## src/rtl/riscv_pkg.sv

```systemverilog
// RV32I decode support package: opcode constants, ALU op enum, immediate
// format enum and small funct3 -> ALU op helpers.
// Build option DECODE_M_EXT_EN (consumed in decode_unit) enables RV32M decode.
`ifndef XLEN
`define XLEN 32
`endif
`ifndef INVALID_PC
`define INVALID_PC {`XLEN{1'b1}}
`endif

package riscv_pkg;

    localparam logic [6:0] OPC_LUI    = 7'b0110111;
    localparam logic [6:0] OPC_AUIPC  = 7'b0010111;
    localparam logic [6:0] OPC_JAL    = 7'b1101111;
    localparam logic [6:0] OPC_JALR   = 7'b1100111;
    localparam logic [6:0] OPC_BRANCH = 7'b1100011;
    localparam logic [6:0] OPC_LOAD   = 7'b0000011;
    localparam logic [6:0] OPC_STORE  = 7'b0100011;
    localparam logic [6:0] OPC_OPIMM  = 7'b0010011;
    localparam logic [6:0] OPC_OP     = 7'b0110011;
    localparam logic [6:0] OPC_FENCE  = 7'b0001111;
    localparam logic [6:0] OPC_SYSTEM = 7'b1110011;

    typedef enum logic [4:0] {
        ALU_ADD    = 5'd0,
        ALU_SUB    = 5'd1,
        ALU_SLL    = 5'd2,
        ALU_SLT    = 5'd3,
        ALU_SLTU   = 5'd4,
        ALU_XOR    = 5'd5,
        ALU_SRL    = 5'd6,
        ALU_SRA    = 5'd7,
        ALU_OR     = 5'd8,
        ALU_AND    = 5'd9,
        ALU_PASS   = 5'd10,  // result = immediate (LUI)
        ALU_SYS    = 5'd11,
        ALU_MUL    = 5'd12,
        ALU_MULH   = 5'd13,
        ALU_MULHSU = 5'd14,
        ALU_MULHU  = 5'd15,
        ALU_DIV    = 5'd16,
        ALU_DIVU   = 5'd17,
        ALU_REM    = 5'd18,
        ALU_REMU   = 5'd19
    } alu_op_e;

    // FMT_R means "no immediate"; it also drives which source regs are read.
    typedef enum logic [2:0] {
        FMT_R = 3'd0,
        FMT_I = 3'd1,
        FMT_S = 3'd2,
        FMT_B = 3'd3,
        FMT_U = 3'd4,
        FMT_J = 3'd5
    } imm_fmt_e;

    // Integer ALU op for OP/OP-IMM; alt selects SUB/SRA.
    function automatic alu_op_e base_alu(input logic [2:0] funct3, input logic alt);
        case (funct3)
            3'b000:  return alt ? ALU_SUB : ALU_ADD;
            3'b001:  return ALU_SLL;
            3'b010:  return ALU_SLT;
            3'b011:  return ALU_SLTU;
            3'b100:  return ALU_XOR;
            3'b101:  return alt ? ALU_SRA : ALU_SRL;
            3'b110:  return ALU_OR;
            default: return ALU_AND;
        endcase
    endfunction

    // RV32M op for OP with funct7 = 0000001.
    function automatic alu_op_e m_alu(input logic [2:0] funct3);
        case (funct3)
            3'b000:  return ALU_MUL;
            3'b001:  return ALU_MULH;
            3'b010:  return ALU_MULHSU;
            3'b011:  return ALU_MULHU;
            3'b100:  return ALU_DIV;
            3'b101:  return ALU_DIVU;
            3'b110:  return ALU_REM;
            default: return ALU_REMU;
        endcase
    endfunction

endpackage

```

## src/rtl/imm_gen.sv

```systemverilog
// Immediate generator: picks the immediate bits for the given format and
// sign-extends from instruction bit 31 to XLEN.
module imm_gen
    import riscv_pkg::*;
#(
    parameter int XLEN = `XLEN
) (
    input  logic [31:7]     i_inst,
    input  imm_fmt_e        i_fmt,
    output logic [XLEN-1:0] o_imm
);

    logic [31:0] imm32;

    // Assemble the 32-bit immediate for the selected format
    always_comb begin
        imm32 = '0;
        case (i_fmt)
            FMT_I:   imm32 = {{20{i_inst[31]}}, i_inst[31:20]};
            FMT_S:   imm32 = {{20{i_inst[31]}}, i_inst[31:25], i_inst[11:7]};
            FMT_B:   imm32 = {{19{i_inst[31]}}, i_inst[31], i_inst[7],
                              i_inst[30:25], i_inst[11:8], 1'b0};
            FMT_U:   imm32 = {i_inst[31:12], 12'b0};
            FMT_J:   imm32 = {{11{i_inst[31]}}, i_inst[31], i_inst[19:12],
                              i_inst[20], i_inst[30:21], 1'b0};
            default: imm32 = '0;
        endcase
    end

    assign o_imm = XLEN'($signed(imm32));

endmodule

```

## src/rtl/decode_unit.sv

```systemverilog
// RV32I decode stage: decodes the fetch instruction, reads operands from the
// register file, detects load-use hazards and registers one micro-op for
// execute. Define DECODE_M_EXT_EN to decode RV32M ops; otherwise they are
// flagged illegal.
module decode_unit
    import riscv_pkg::*;
#(
    parameter int          XLEN     = `XLEN,
    parameter logic [31:0] NOP_INST = 32'h0000_0013
) (
    input  logic            clk,
    input  logic            rst,
    input  logic [31:0]     i_fu_inst,
    input  logic [XLEN-1:0] i_fu_addr,
    input  logic            i_fu_branch_taken,
    output logic            o_fu_stall,
    output logic [4:0]      o_rf_rs1_addr,
    output logic [4:0]      o_rf_rs2_addr,
    input  logic [XLEN-1:0] i_rf_rs1_data,
    input  logic [XLEN-1:0] i_rf_rs2_data,
    input  logic            i_exec_flush,
    input  logic            i_exec_busy,
    output logic            o_exec_valid,
    output logic [XLEN-1:0] o_exec_pc,
    output alu_op_e         o_exec_alu_op,
    output logic [XLEN-1:0] o_exec_rs1_data,
    output logic [XLEN-1:0] o_exec_rs2_data,
    output logic [XLEN-1:0] o_exec_imm,
    output logic [4:0]      o_exec_rd,
    output logic            o_exec_rd_we,
    output logic            o_exec_is_load,
    output logic            o_exec_is_store,
    output logic            o_exec_is_branch,
    output logic            o_exec_is_jump,
    output logic [2:0]      o_exec_mem_funct3,
    output logic            o_exec_branch_taken,
    output logic            o_exec_illegal
);

    localparam logic [XLEN-1:0] INVALID_PC = XLEN'(`INVALID_PC);

    typedef struct packed {
        logic            valid;
        logic [XLEN-1:0] pc;
        alu_op_e         alu_op;
        logic [XLEN-1:0] rs1_data;
        logic [XLEN-1:0] rs2_data;
        logic [XLEN-1:0] imm;
        logic [4:0]      rd;
        logic            rd_we;
        logic            is_load;
        logic            is_store;
        logic            is_branch;
        logic            is_jump;
        logic [2:0]      mem_funct3;
        logic            branch_taken;
        logic            illegal;
    } exec_op_t;

    // Empty slot: what reset, flush and bubbles leave in the output register.
    function automatic exec_op_t empty_op();
        exec_op_t op;
        op    = '0;
        op.pc = INVALID_PC;
        return op;
    endfunction

    logic [6:0] opcode;
    logic [2:0] funct3;
    logic [6:0] funct7;
    logic [4:0] rd_field;

    assign opcode   = i_fu_inst[6:0];
    assign funct3   = i_fu_inst[14:12];
    assign funct7   = i_fu_inst[31:25];
    assign rd_field = i_fu_inst[11:7];

    assign o_rf_rs1_addr = i_fu_inst[19:15];
    assign o_rf_rs2_addr = i_fu_inst[24:20];

    imm_fmt_e        fmt;
    alu_op_e         alu_op;
    logic            legal;
    logic            writes_rd;
    logic            cls_load;
    logic            cls_store;
    logic            cls_branch;
    logic            cls_jump;
    logic [XLEN-1:0] imm;
    logic            bubble;
    logic            hazard;
    logic            uses_rs1;
    logic            uses_rs2;
    exec_op_t        dec;
    exec_op_t        op_d;
    exec_op_t        op_q;

    assign bubble = (i_fu_addr == INVALID_PC) || (i_fu_inst == NOP_INST);

    // Classify the opcode, choose the ALU op and check funct3/funct7 legality
    always_comb begin
        fmt        = FMT_R;
        alu_op     = ALU_ADD;
        legal      = 1'b1;
        writes_rd  = 1'b0;
        cls_load   = 1'b0;
        cls_store  = 1'b0;
        cls_branch = 1'b0;
        cls_jump   = 1'b0;
        case (opcode)
            OPC_LUI: begin
                fmt       = FMT_U;
                alu_op    = ALU_PASS;
                writes_rd = 1'b1;
            end
            OPC_AUIPC: begin
                fmt       = FMT_U;
                writes_rd = 1'b1;
            end
            OPC_JAL: begin
                fmt       = FMT_J;
                writes_rd = 1'b1;
                cls_jump  = 1'b1;
            end
            OPC_JALR: begin
                fmt       = FMT_I;
                writes_rd = 1'b1;
                cls_jump  = 1'b1;
                legal     = (funct3 == 3'b000);
            end
            OPC_BRANCH: begin
                fmt        = FMT_B;
                cls_branch = 1'b1;
                case (funct3)
                    3'b000, 3'b001: alu_op = ALU_SUB;
                    3'b100, 3'b101: alu_op = ALU_SLT;
                    3'b110, 3'b111: alu_op = ALU_SLTU;
                    default:        legal  = 1'b0;
                endcase
            end
            OPC_LOAD: begin
                fmt       = FMT_I;
                cls_load  = 1'b1;
                writes_rd = 1'b1;
                legal     = (funct3 == 3'b000) || (funct3 == 3'b001) ||
                            (funct3 == 3'b010) || (funct3 == 3'b100) ||
                            (funct3 == 3'b101);
            end
            OPC_STORE: begin
                fmt       = FMT_S;
                cls_store = 1'b1;
                legal     = (funct3 <= 3'b010);
            end
            OPC_OPIMM: begin
                fmt       = FMT_I;
                writes_rd = 1'b1;
                alu_op    = base_alu(funct3, (funct3 == 3'b101) && funct7[5]);
                if (funct3 == 3'b001)
                    legal = (funct7 == 7'b0000000);
                else if (funct3 == 3'b101)
                    legal = (funct7 == 7'b0000000) || (funct7 == 7'b0100000);
            end
            OPC_OP: begin
                writes_rd = 1'b1;
                case (funct7)
                    7'b0000000: alu_op = base_alu(funct3, 1'b0);
                    7'b0100000: begin
                        alu_op = base_alu(funct3, 1'b1);
                        legal  = (funct3 == 3'b000) || (funct3 == 3'b101);
                    end
                    7'b0000001: begin
`ifdef DECODE_M_EXT_EN
                        alu_op = m_alu(funct3);
`else
                        legal  = 1'b0;
`endif
                    end
                    default: legal = 1'b0;
                endcase
            end
            OPC_FENCE: begin
                // FENCE / FENCE.I retire as a valid no-op.
                fmt   = FMT_I;
                legal = (funct3 == 3'b000) || (funct3 == 3'b001);
            end
            OPC_SYSTEM: begin
                // funct3 != 0 are CSR ops, which return a value in rd.
                fmt       = FMT_I;
                alu_op    = ALU_SYS;
                writes_rd = (funct3 != 3'b000);
                legal     = (funct3 != 3'b100);
            end
            default: legal = 1'b0;
        endcase
    end

    imm_gen #(.XLEN(XLEN)) u_imm_gen (
        .i_inst (i_fu_inst[31:7]),
        .i_fmt  (fmt),
        .o_imm  (imm)
    );

    // Build the micro-op; an illegal instruction carries no side effects
    always_comb begin
        dec = empty_op();
        if (!bubble) begin
            dec.valid        = 1'b1;
            dec.pc           = i_fu_addr;
            dec.branch_taken = i_fu_branch_taken;
            dec.rs1_data     = i_rf_rs1_data;
            dec.rs2_data     = i_rf_rs2_data;
            dec.imm          = imm;
            if (legal) begin
                dec.alu_op     = alu_op;
                dec.rd         = writes_rd ? rd_field : 5'd0;
                dec.rd_we      = writes_rd && (rd_field != 5'd0);
                dec.is_load    = cls_load;
                dec.is_store   = cls_store;
                dec.is_branch  = cls_branch;
                dec.is_jump    = cls_jump;
                // Branches also carry funct3 so execute knows the condition.
                dec.mem_funct3 = (cls_load || cls_store || cls_branch) ? funct3 : 3'd0;
            end else begin
                dec.illegal = 1'b1;
            end
        end
    end

    assign uses_rs1 = (fmt != FMT_U) && (fmt != FMT_J);
    assign uses_rs2 = (fmt == FMT_R) || (fmt == FMT_S) || (fmt == FMT_B);

    assign hazard = op_q.valid && op_q.is_load && (op_q.rd != 5'd0) && !bubble &&
                    ((uses_rs1 && (o_rf_rs1_addr == op_q.rd)) ||
                     (uses_rs2 && (o_rf_rs2_addr == op_q.rd)));

    assign o_fu_stall = (hazard || i_exec_busy) && !i_exec_flush;

    // Output register next state: flush > busy hold > hazard bubble > capture
    always_comb begin
        op_d = op_q;
        if (i_exec_flush)
            op_d = empty_op();
        else if (i_exec_busy)
            op_d = op_q;
        else if (hazard)
            op_d = empty_op();
        else
            op_d = dec;
    end

    // Output register with synchronous reset to an empty slot
    always_ff @(posedge clk) begin
        if (rst)
            op_q <= empty_op();
        else
            op_q <= op_d;
    end

    assign o_exec_valid        = op_q.valid;
    assign o_exec_pc           = op_q.pc;
    assign o_exec_alu_op       = op_q.alu_op;
    assign o_exec_rs1_data     = op_q.rs1_data;
    assign o_exec_rs2_data     = op_q.rs2_data;
    assign o_exec_imm          = op_q.imm;
    assign o_exec_rd           = op_q.rd;
    assign o_exec_rd_we        = op_q.rd_we;
    assign o_exec_is_load      = op_q.is_load;
    assign o_exec_is_store     = op_q.is_store;
    assign o_exec_is_branch    = op_q.is_branch;
    assign o_exec_is_jump      = op_q.is_jump;
    assign o_exec_mem_funct3   = op_q.mem_funct3;
    assign o_exec_branch_taken = op_q.branch_taken;
    assign o_exec_illegal      = op_q.illegal;

endmodule

```

## config.mk

```make
export PLATFORM = sky130hd
export DESIGN_NAME = decode_unit
export DESIGN_NICKNAME = d
export VERILOG_FILES = /design/src/rtl/riscv_pkg.sv /design/src/rtl/imm_gen.sv /design/src/rtl/decode_unit.sv
export SDC_FILE = /design/constraint.sdc
export NUM_CORES = 1
export LEC_CHECK = 0
export ABC_CLOCK_PERIOD_IN_PS = 5300
export CELL_PAD_IN_SITES_DETAIL_PLACEMENT = 2
export CELL_PAD_IN_SITES_GLOBAL_PLACEMENT = 2
export CORE_UTILIZATION = 25
export DETAILED_ROUTE_END_ITERATION = 8
export PLACE_DENSITY_LB_ADDON = 0.1
export SLEW_MARGIN = 30
export SYNTH_ARGS = -nofsm -noshare
export SYNTH_HDL_FRONTEND = slang
export SYNTH_SLANG_ARGS = --single-unit
```

## constraint.sdc

```tcl
create_clock -name clk -period 5.3 [get_ports clk]
set_input_delay 1.06 -clock clk [delete_from_list [all_inputs] [get_ports clk]]
set_output_delay 1.06 -clock clk [all_outputs]
set_load 0.01 [all_outputs]
```

==> flow_metrics.env, run 1 <==
export IMPL_outcome="finished, final reports clean"
export IMPL_nFillCells=2418
export IMPL_clkPwrFrac_pct=45.2
export IMPL_ys_dominant_reg_cell="sky130_fd_sc_hd__dfxtp_1"
export IMPL_cts_htree_levels=4
export IMPL_p_seq_share_pct=42.8
export IMPL_maximum_buffer_depth_of_the_clock_tree=2
export IMPL_grt_start_max_net_pins=62
export IMPL_critPathMostFrequentCell="sky130_fd_sc_hd__clkdlybuf4s50_1"
export IMPL_final_nets=969
export IMPL_hold_worst_slack_ps=457
export IMPL_worstHoldPathType="reg2reg"
export IMPL_synth_enable_flop_cells=0
export IMPL_finalClockSkew_ps=9.53
export IMPL_cts_hold_buf=0
export IMPL_cellLeakagePower_nw=3.49
export IMPL_ir_drop_mv=0.164
export IMPL_areaGrowthSynthToFinish_pct=64.1
export IMPL_ant_nets=0
export IMPL_place_port_buffers=291
export IMPL_initial_core_util_pct=25.6
export IMPL_die_height_um=155
export IMPL_drcViolationCount=0
export IMPL_io_pins=293
export IMPL_post_cts_resized_instances=0
export IMPL_drt_iter0_drc=215
export IMPL_total_switching_power_uw=673
export IMPL_setup_viol_count_final=0
export IMPL_chipWidth_um=155
export IMPL_power_report_internal_total_mw=2.02
export IMPL_detailed_place_hpwl_mm=18.6
export IMPL_clkLatencyLatePin_ps=410
export IMPL_cts_repair_timing_setup_buffer_count=0
export IMPL_period_share_pct=89.5
export IMPL_first_global_vias=6386
export IMPL_number_of_antenna_violations_at_the_first_check_in_global_routing=0
export IMPL_critical_path_peak_fanout=3
export IMPL_cpPeakStageDelay_ps=590
export IMPL_post_synthesis_cell_count=566
export IMPL_cts_tree="yes"
export IMPL_syn_area_mm2=0.00584
export IMPL_globalRoute_totalOverflow=0
export IMPL_cts_clk_slew_worst_paths_ps=60
export IMPL_synth_net_count=699
export IMPL_vias=5782
export IMPL_slew_violations=0
export IMPL_cp_buffers_inverters=2
export IMPL_asyncSetResetFlopFracSynth_pct=0
export IMPL_fin_setup_tns_ps=0
export IMPL_ys_ff_latch=148
export IMPL_timing_critical_path_to_type="output pin"
export IMPL_yosys_warnings=0
export IMPL_route_detailed_wl_per_inst_um=21.5
export IMPL_diodes=0
export IMPL_drt_total_wl_mm=25.0
export IMPL_synth_distinct_cells=61
export IMPL_maxCapViolations=0
export IMPL_cts_inserted_buffers=17
export IMPL_crit_path_cell_trace="clkdlybuf4s50_1 > nor3_1 > nand4_1 > or4_4 > a31oi_1 > nor2_1 > clkdlybuf4s50_1"
export IMPL_clock_fmax_ghz=0.211
export IMPL_post_synth_cell_area_avg_um2=10.3
export IMPL_type_of_the_worst_setup_path="in2out"
export IMPL_rows=55
export IMPL_vias_per_cell=4.98
export IMPL_finalCriticalPeriod_ps=4740
export IMPL_timing_critical_path_max_delay_family="simple AND/OR/NAND/NOR gates"
export IMPL_power_density_mw_per_mm2=281
export IMPL_grt_pass1_wl_mm=38.0
export IMPL_ys_seq_area_share_pct=50.7
export IMPL_power_switching_fraction_pct=25.0
export IMPL_dr_pass1_iters=4
export IMPL_fin_total_pwr_mw=2.69
export IMPL_grt_use_total_pct=20.9
export IMPL_gpl_final_weighted_congestion=0.819
export IMPL_data_arrival_time_at_the_worst_slack_endpoint_ps=3680
export IMPL_design_core_area_mm2=0.0228
export IMPL_required_ps=4240
export IMPL_die_area_mm2=0.0240
export IMPL_finalHoldViolCount=0
export IMPL_slew_headroom_pct=46.1
export IMPL_worst_path_max_delay_cell="sky130_fd_sc_hd__or4_4"
export IMPL_clockRootBuffer="sky130_fd_sc_hd__clkbuf_16"
export IMPL_tightest_slew_ps=802
export IMPL_drive_gt1_share_pct=8.02
export IMPL_unrepaired_setup_endpoints_after_global_routing="false"
export IMPL_clock_sinks=148
export IMPL_worst_setup_path_start_kind="input pin"
export IMPL_combinational_power_share_pct=12.0
power by group through the flow:
stage / Clock [mW] / Combinational (mW) / Sequential, mW
floorplan: 0 / 0.104 / 1.19
global placement: 0 / 0.313 / 1.18
detailed placement: 0 / 0.323 / 1.18
CTS: 1.26 / 0.324 / 1.15
global route: 1.31 / 0.345 / 1.16
finish: 1.22 / 0.322 / 1.15
final timing paths:
path                               startpoint                       endpoint  slack (ps)  cells after the start
setup reg to reg    o_exec_rd[3]$_SDFFE_PP0N_  o_exec_alu_op[2]$_SDFFE_PP0N_        2670                      8
setup / recovery                i_fu_inst[12]                     o_fu_stall         560                      7
hold / removal    o_exec_imm[23]$_SDFFE_PP0N_    o_exec_imm[23]$_SDFFE_PP0N_         460                      2
hold reg to reg   o_exec_imm[23]$_SDFFE_PP0N_    o_exec_imm[23]$_SDFFE_PP0N_         460                      2
cell families after synthesis:
| family | after synthesis | synth area share [%] |
|---|---|---|
| compound gates | 209 | 29.2 |
| xor+xnor | 13 | 1.95 |
| buf+inv | 64 | 5.87 |
| flops | 148 | 50.7 |
| mux | 1 | 0.193 |
| other cells | 1 | 0.0642 |
| simple gates | 130 | 12.0 |
final cells by class:
cell class / instances / area (µm²) / area share (%)
clock buffer: 18 / 429 / 4.48
clock inverter: 13 / 150 / 1.57
inverter: 6 / 22.5 / 0.235
multi-input combinational: 354 / 2550 / 26.6
sequential: 148 / 2960 / 30.9
tap: 313 / 392 / 4.09
timing repair buffer: 309 / 3080 / 32.1
worst min-delay path, delay by kind of cell, from the launching register on:
kind	cells	cell delay, ps
simple gates	1	50
flops	1	320
compound gates	1	50
synthesized netlist by cell type (5+ instances only):
cell type	instances	area, µm²
sky130_fd_sc_hd__o31ai_1	12	90.1
sky130_fd_sc_hd__nor2_1	8	30.0
sky130_fd_sc_hd__o21ai_0	12	60.1
sky130_fd_sc_hd__nor3_1	12	60.1
sky130_fd_sc_hd__a21oi_1	19	95.1
sky130_fd_sc_hd__nand2b_1	6	37.5
sky130_fd_sc_hd__clkbuf_1	34	128
sky130_fd_sc_hd__nor4_1	5	31.3
sky130_fd_sc_hd__xor2_1	10	87.6
sky130_fd_sc_hd__nor2b_1	6	37.5
sky130_fd_sc_hd__buf_4	14	105
sky130_fd_sc_hd__buf_6	6	67.6
sky130_fd_sc_hd__inv_1	6	22.5
sky130_fd_sc_hd__a22o_1	92	806
sky130_fd_sc_hd__dfxtp_1	148	2960
sky130_fd_sc_hd__nand3_1	8	40.0
sky130_fd_sc_hd__nand2_1	49	184
sky130_fd_sc_hd__o22a_1	32	280
sky130_fd_sc_hd__a32o_1	11	110
sky130_fd_sc_hd__nand4_1	9	56.3
per-stage QoR:
stage	utilization (%)	std cells	worst slack [ps]	instance area [µm²]
2_1_floorplan	-	566	1640	5840
6_report	42.1	1161	558	9580
4_1_cts	41.9	1160	558	9550
5_1_grt	42.1	1161	404	9580
3_3_place_gp	39.4	1129	465	8970
3_5_place_dp	39.4	1129	569	8970
registers in the layout (all words and copies together), names as in the netlist:
register / flops
o_exec_is_store: 1
o_exec_is_jump: 1
o_exec_is_load: 1
o_exec_rd_we: 1
o_exec_mem_funct3: 3
o_exec_valid: 1
o_exec_imm: 32
o_exec_rd: 5
o_exec_rs1_data: 32
o_exec_branch_taken: 1
o_exec_alu_op: 4
o_exec_is_branch: 1
o_exec_rs2_data: 32
o_exec_illegal: 1
o_exec_pc: 32
layout by cell type, fill, tap and decap left out, types with 3 or more instances in the layout:
master	instances
sky130_fd_sc_hd__or3b_2	3
sky130_fd_sc_hd__inv_6	3
sky130_fd_sc_hd__clkdlybuf4s50_1	291
sky130_fd_sc_hd__o2111ai_1	4
sky130_fd_sc_hd__and3_1	3
sky130_fd_sc_hd__a22oi_1	3
sky130_fd_sc_hd__xnor2_1	3
sky130_fd_sc_hd__nor2_1	7
sky130_fd_sc_hd__o31ai_1	12
sky130_fd_sc_hd__nand3_1	8
sky130_fd_sc_hd__a22o_1	92
sky130_fd_sc_hd__o21ai_0	12
sky130_fd_sc_hd__a32o_1	11
sky130_fd_sc_hd__or2_2	4
sky130_fd_sc_hd__nand2_1	48
sky130_fd_sc_hd__nor2b_1	6
sky130_fd_sc_hd__inv_1	6
sky130_fd_sc_hd__nand2b_1	6
sky130_fd_sc_hd__dfxtp_1	148
sky130_fd_sc_hd__nand4_1	9
sky130_fd_sc_hd__nor4_1	5
sky130_fd_sc_hd__xor2_1	10
sky130_fd_sc_hd__clkbuf_16	17
sky130_fd_sc_hd__a21oi_1	19
sky130_fd_sc_hd__o22a_1	32
sky130_fd_sc_hd__nor3_1	12
sky130_fd_sc_hd__clkinv_4	4
sky130_fd_sc_hd__buf_4	16
routing by layer:
| layer | share of wire (%) | GRT usage, % | vias to the layer above |
|---|---|---|---|
| li1 | - | - | 2693 |
| met1 | 39 | 23.2 | 2856 |
| met2 | 51 | 37.1 | 206 |
| met3 | 8.1 | 7.85 | 27 |
| met4 | 1.9 | 6.13 | 0 |
| met5 | 0 | 0 | - |
Power figures use the tool's default switching activity.
==> inputs of run 2 (changes only) <==
--- a/config.mk
+++ b/config.mk
@@ -5,11 +5,13 @@
 export SDC_FILE = /design/constraint.sdc
 export NUM_CORES = 1
 export LEC_CHECK = 0
+export ABC_AREA = 1
 export ABC_CLOCK_PERIOD_IN_PS = 5300
 export CELL_PAD_IN_SITES_DETAIL_PLACEMENT = 2
 export CELL_PAD_IN_SITES_GLOBAL_PLACEMENT = 2
-export CORE_UTILIZATION = 25
+export CORE_UTILIZATION = 24
 export DETAILED_ROUTE_END_ITERATION = 8
+export GPL_TIMING_DRIVEN = 1
 export PLACE_DENSITY_LB_ADDON = 0.1
 export SLEW_MARGIN = 30
 export SYNTH_ARGS = -nofsm -noshare
==> constraint.sdc (replaced) <==
create_clock -name clk -period 5.3 [get_ports clk]
set_input_delay 1.06 -clock clk [delete_from_list [all_inputs] [get_ports clk]]
set_output_delay 1.06 -clock clk [all_outputs]
set_load 0.1 [all_outputs]
==> run 2 against run 1 <==
  * Routed wire length increased by 37%
  * Register-to-register slack improved by 430 ps
  * Sequential cell count unchanged
  * Highest routed layer unchanged
  * Largest cell class is now multi-input gates
  * Die area increased by 37%
  * Clock power increased by 9%
  * Hold slack improved by 7.1 ps
==> flow_metrics.env, run 2 <==
export IMPL_layout_common_cells="sky130_fd_sc_hd__nand2_1 (363), sky130_fd_sc_hd__clkdlybuf4s50_1 (262), sky130_fd_sc_hd__a21oi_1 (163)"
export IMPL_drt_iter0_drc=357
export IMPL_setup_viol_count_final=0
export IMPL_vias_per_cell=4.83
export IMPL_cts_tree="yes"
export IMPL_timing_critical_path_max_delay_family="simple AND/OR/NAND/NOR gates"
export IMPL_finalClockSkew_ps=13.2
export IMPL_die_height_um=181
export IMPL_ir_drop_mv=0.206
export IMPL_synth_enable_flop_cells=0
export IMPL_unrepaired_setup_endpoints_after_global_routing="false"
export IMPL_cts_hold_buf=0
export IMPL_critical_path_peak_fanout=14
export IMPL_ys_dominant_reg_cell="sky130_fd_sc_hd__dfxtp_1"
export IMPL_cts_htree_levels=4
export IMPL_number_of_antenna_violations_at_the_first_check_in_global_routing=0
export IMPL_clock_sinks=148
export IMPL_worst_path_max_delay_cell="sky130_fd_sc_hd__nor2_1"
export IMPL_post_synth_top_area_fraction_pct=38.5
export IMPL_slew_headroom_pct=29.7
export IMPL_power_density_mw_per_mm2=277
export IMPL_areaGrowthSynthToFinish_pct=45.9
export IMPL_cpPeakStageDelay_ps=590
export IMPL_timing_critical_path_to_type="output pin"
export IMPL_route_detailed_wl_per_inst_um=18.9
export IMPL_slew_violations=0
export IMPL_cts_repair_timing_setup_buffer_count=0
export IMPL_synth_top_cells_by_count="sky130_fd_sc_hd__nand2_1 (364), sky130_fd_sc_hd__a21oi_1 (163), sky130_fd_sc_hd__dfxtp_1 (148)"
export IMPL_power_report_internal_total_mw=2.17
export IMPL_rows=65
export IMPL_die_area_mm2=0.0328
export IMPL_drive_gt1_share_pct=6.35
export IMPL_power_switching_fraction_pct=30.2
export IMPL_data_arrival_time_at_the_worst_slack_endpoint_ps=3430
export IMPL_cp_buffers_inverters=4
export IMPL_place_port_buffers=291
export IMPL_finalHoldViolCount=0
export IMPL_maximum_buffer_depth_of_the_clock_tree=2
export IMPL_clkPwrFrac_pct=42.8
export IMPL_ant_nets=0
export IMPL_synth_largest_area_cell="sky130_fd_sc_hd__dfxtp_1"
export IMPL_detailed_place_hpwl_mm=23.4
export IMPL_grt_pass1_wl_mm=53.5
export IMPL_design_core_area_mm2=0.0316
export IMPL_yosys_warnings=0
export IMPL_final_nets=1523
export IMPL_maxCapViolations=0
export IMPL_outcome="finished, final reports clean"
export IMPL_vias=8721
export IMPL_worst_setup_path_start_kind="input pin"
export IMPL_total_switching_power_uw=940
export IMPL_post_synthesis_cell_count=1174
export IMPL_cts_inserted_buffers=17
export IMPL_grt_use_total_pct=21.0
export IMPL_timing_reg2reg_worst_path_depth=11
export IMPL_drt_total_wl_mm=34.1
export IMPL_crit_cells=14
export IMPL_most_common_cell_in_the_netlist="sky130_fd_sc_hd__nand2_1"
export IMPL_worstHoldPathType="reg2reg"
export IMPL_tightest_slew_ps=1050
export IMPL_globalRoute_totalOverflow=0
export IMPL_clkLatencyLatePin_ps=440
export IMPL_r2r_startpoint="o_exec_rd[3]$_SDFFE_PP0N_"
export IMPL_dpl_cell_area_mm2=0.0106
export IMPL_final_design_area_no_fill_mm2=0.0112
export IMPL_synth_net_count=1307
export IMPL_clock_fmax_ghz=0.223
export IMPL_fin_setup_tns_ps=0
export IMPL_hold_start="o_exec_imm[5]$_SDFFE_PP0N_"
export IMPL_cts_clk_slew_worst_paths_ps=60
export IMPL_post_synth_cell_area_avg_um2=6.55
export IMPL_hold_end="o_exec_imm[5]$_SDFFE_PP0N_"
export IMPL_type_of_the_worst_setup_path="in2out"
export IMPL_rr_endpoint="o_exec_pc[27]$_SDFFE_PP1N_"
export IMPL_hold_path_cell_count=2
export IMPL_crit_path_cell_trace="clkdlybuf4s50_1 > nand2_1 > nor2_1 > nand2_1 > nand2_1 > nor2_1 > nand2_1 > buf_4 > inv_2 > nand3_1 > nand2_1 > nand2_4 > a21oi_1 > buf_12"
export IMPL_first_global_vias=9266
export IMPL_diodes=0
export IMPL_ys_top_cells_by_area="sky130_fd_sc_hd__dfxtp_1 (39%), sky130_fd_sc_hd__nand2_1 (18%), sky130_fd_sc_hd__a21oi_1 (11%), sky130_fd_sc_hd__nand3_1 (7.1%), sky130_fd_sc_hd__nand3b_1 (6.5%)"
export IMPL_dr_pass1_iters=4
export IMPL_hold_worst_slack_ps=464
export IMPL_asyncSetResetFlopFracSynth_pct=0
export IMPL_clockRootBuffer="sky130_fd_sc_hd__clkbuf_16"
export IMPL_ys_ff_latch=148
export IMPL_synth_distinct_cells=30
export IMPL_timing_critical_path_from="i_fu_inst[1]"
export IMPL_finalCriticalPeriod_ps=4490
export IMPL_initial_core_util_pct=24.4
export IMPL_cellLeakagePower_nw=4.57
export IMPL_required_ps=4240
export IMPL_gpl_final_weighted_congestion=0.852
export IMPL_combinational_power_share_pct=20.0
export IMPL_period_share_pct=84.7
export IMPL_ys_seq_area_share_pct=38.5
export IMPL_layout_commonest_cell="sky130_fd_sc_hd__nand2_1"
export IMPL_post_cts_resized_instances=0
export IMPL_io_pins=293
export IMPL_syn_area_mm2=0.00769
export IMPL_chipWidth_um=181
export IMPL_drcViolationCount=0
export IMPL_rrSetupSlack_ps=3100
export IMPL_p_seq_share_pct=37.1
export IMPL_critPathMostFrequentCell="sky130_fd_sc_hd__nand2_1"
export IMPL_grt_start_max_net_pins=149
-- run 2: logic make-up after synthesis --
logic type                share of synthesized area, %
AOI/OAI and AO/OA                                 12.2
xor gates and xnor gates                         0.797
buffers and inverters                             8.72
DFF                                               38.5
other                                           0.0487
and+or+nand+nor                                   39.7
-- run 2: cell type report --
class	instances	area (µm²)
Clock buffer	23	488
Fill cell	3713	20300
Tap cell	402	503
Timing Repair Buffer	301	2880
Clock inverter	8	148
Sequential cell	148	2960
Multi-Input combinational cell	877	4070
Inverter	45	176
-- run 2: worst reg2reg max path, cell delays in order (launching register included) --
cell                      delay (ps)
sky130_fd_sc_hd__dfxtp_1         460
sky130_fd_sc_hd__xor2_1          180
sky130_fd_sc_hd__nor2_1           70
sky130_fd_sc_hd__nand2_1          80
sky130_fd_sc_hd__nor2_1           40
sky130_fd_sc_hd__nand3_1         100
sky130_fd_sc_hd__nand2_1         100
sky130_fd_sc_hd__nand2_4         100
sky130_fd_sc_hd__buf_12          480
sky130_fd_sc_hd__nand2_1         280
sky130_fd_sc_hd__nand2_1         100
sky130_fd_sc_hd__nand3_1          80
-- run 2: routing by layer --
layer  GRT usage, %  vias to the layer above  share of wire [%]
li1               -                     4248                  -
met1           25.6                     4248                 45
met2           35.1                      198                 47
met3           6.39                       27                6.3
met4           6.71                        0                1.8
met5              0                        -                  0
-- run 2: worst max path at each step --
| stage | endpoint | slack (ps) |
|---|---|---|
| floorplan | o_fu_stall | 540 |
| global placement | o_fu_stall | 880 |
| detailed placement | o_fu_stall | 800 |
| CTS | o_fu_stall | 800 |
| global route | o_fu_stall | 500 |
| finish | o_fu_stall | 810 |
-- run 2: metrics by stage --
stage	util [%]	std cells	setup slack [ps]	power [mW]
after floorplan	-	1174	536	1.58
after global placement	34.0	1773	879	1.80
after detailed placement	33.7	1773	804	1.81
after CTS	35.7	1804	795	3.17
after global routing	35.6	1804	502	3.24
final	35.6	1804	808	3.11
-- run 2: power by group through the flow --
stage               clock network [mW]  registers (mW)  logic, mW
finish                            1.33            1.16      0.624
global route                      1.42            1.16      0.661
CTS                               1.38            1.16      0.632
detailed placement                   0            1.18      0.628
global placement                     0            1.18      0.625
floorplan                            0            1.38      0.198
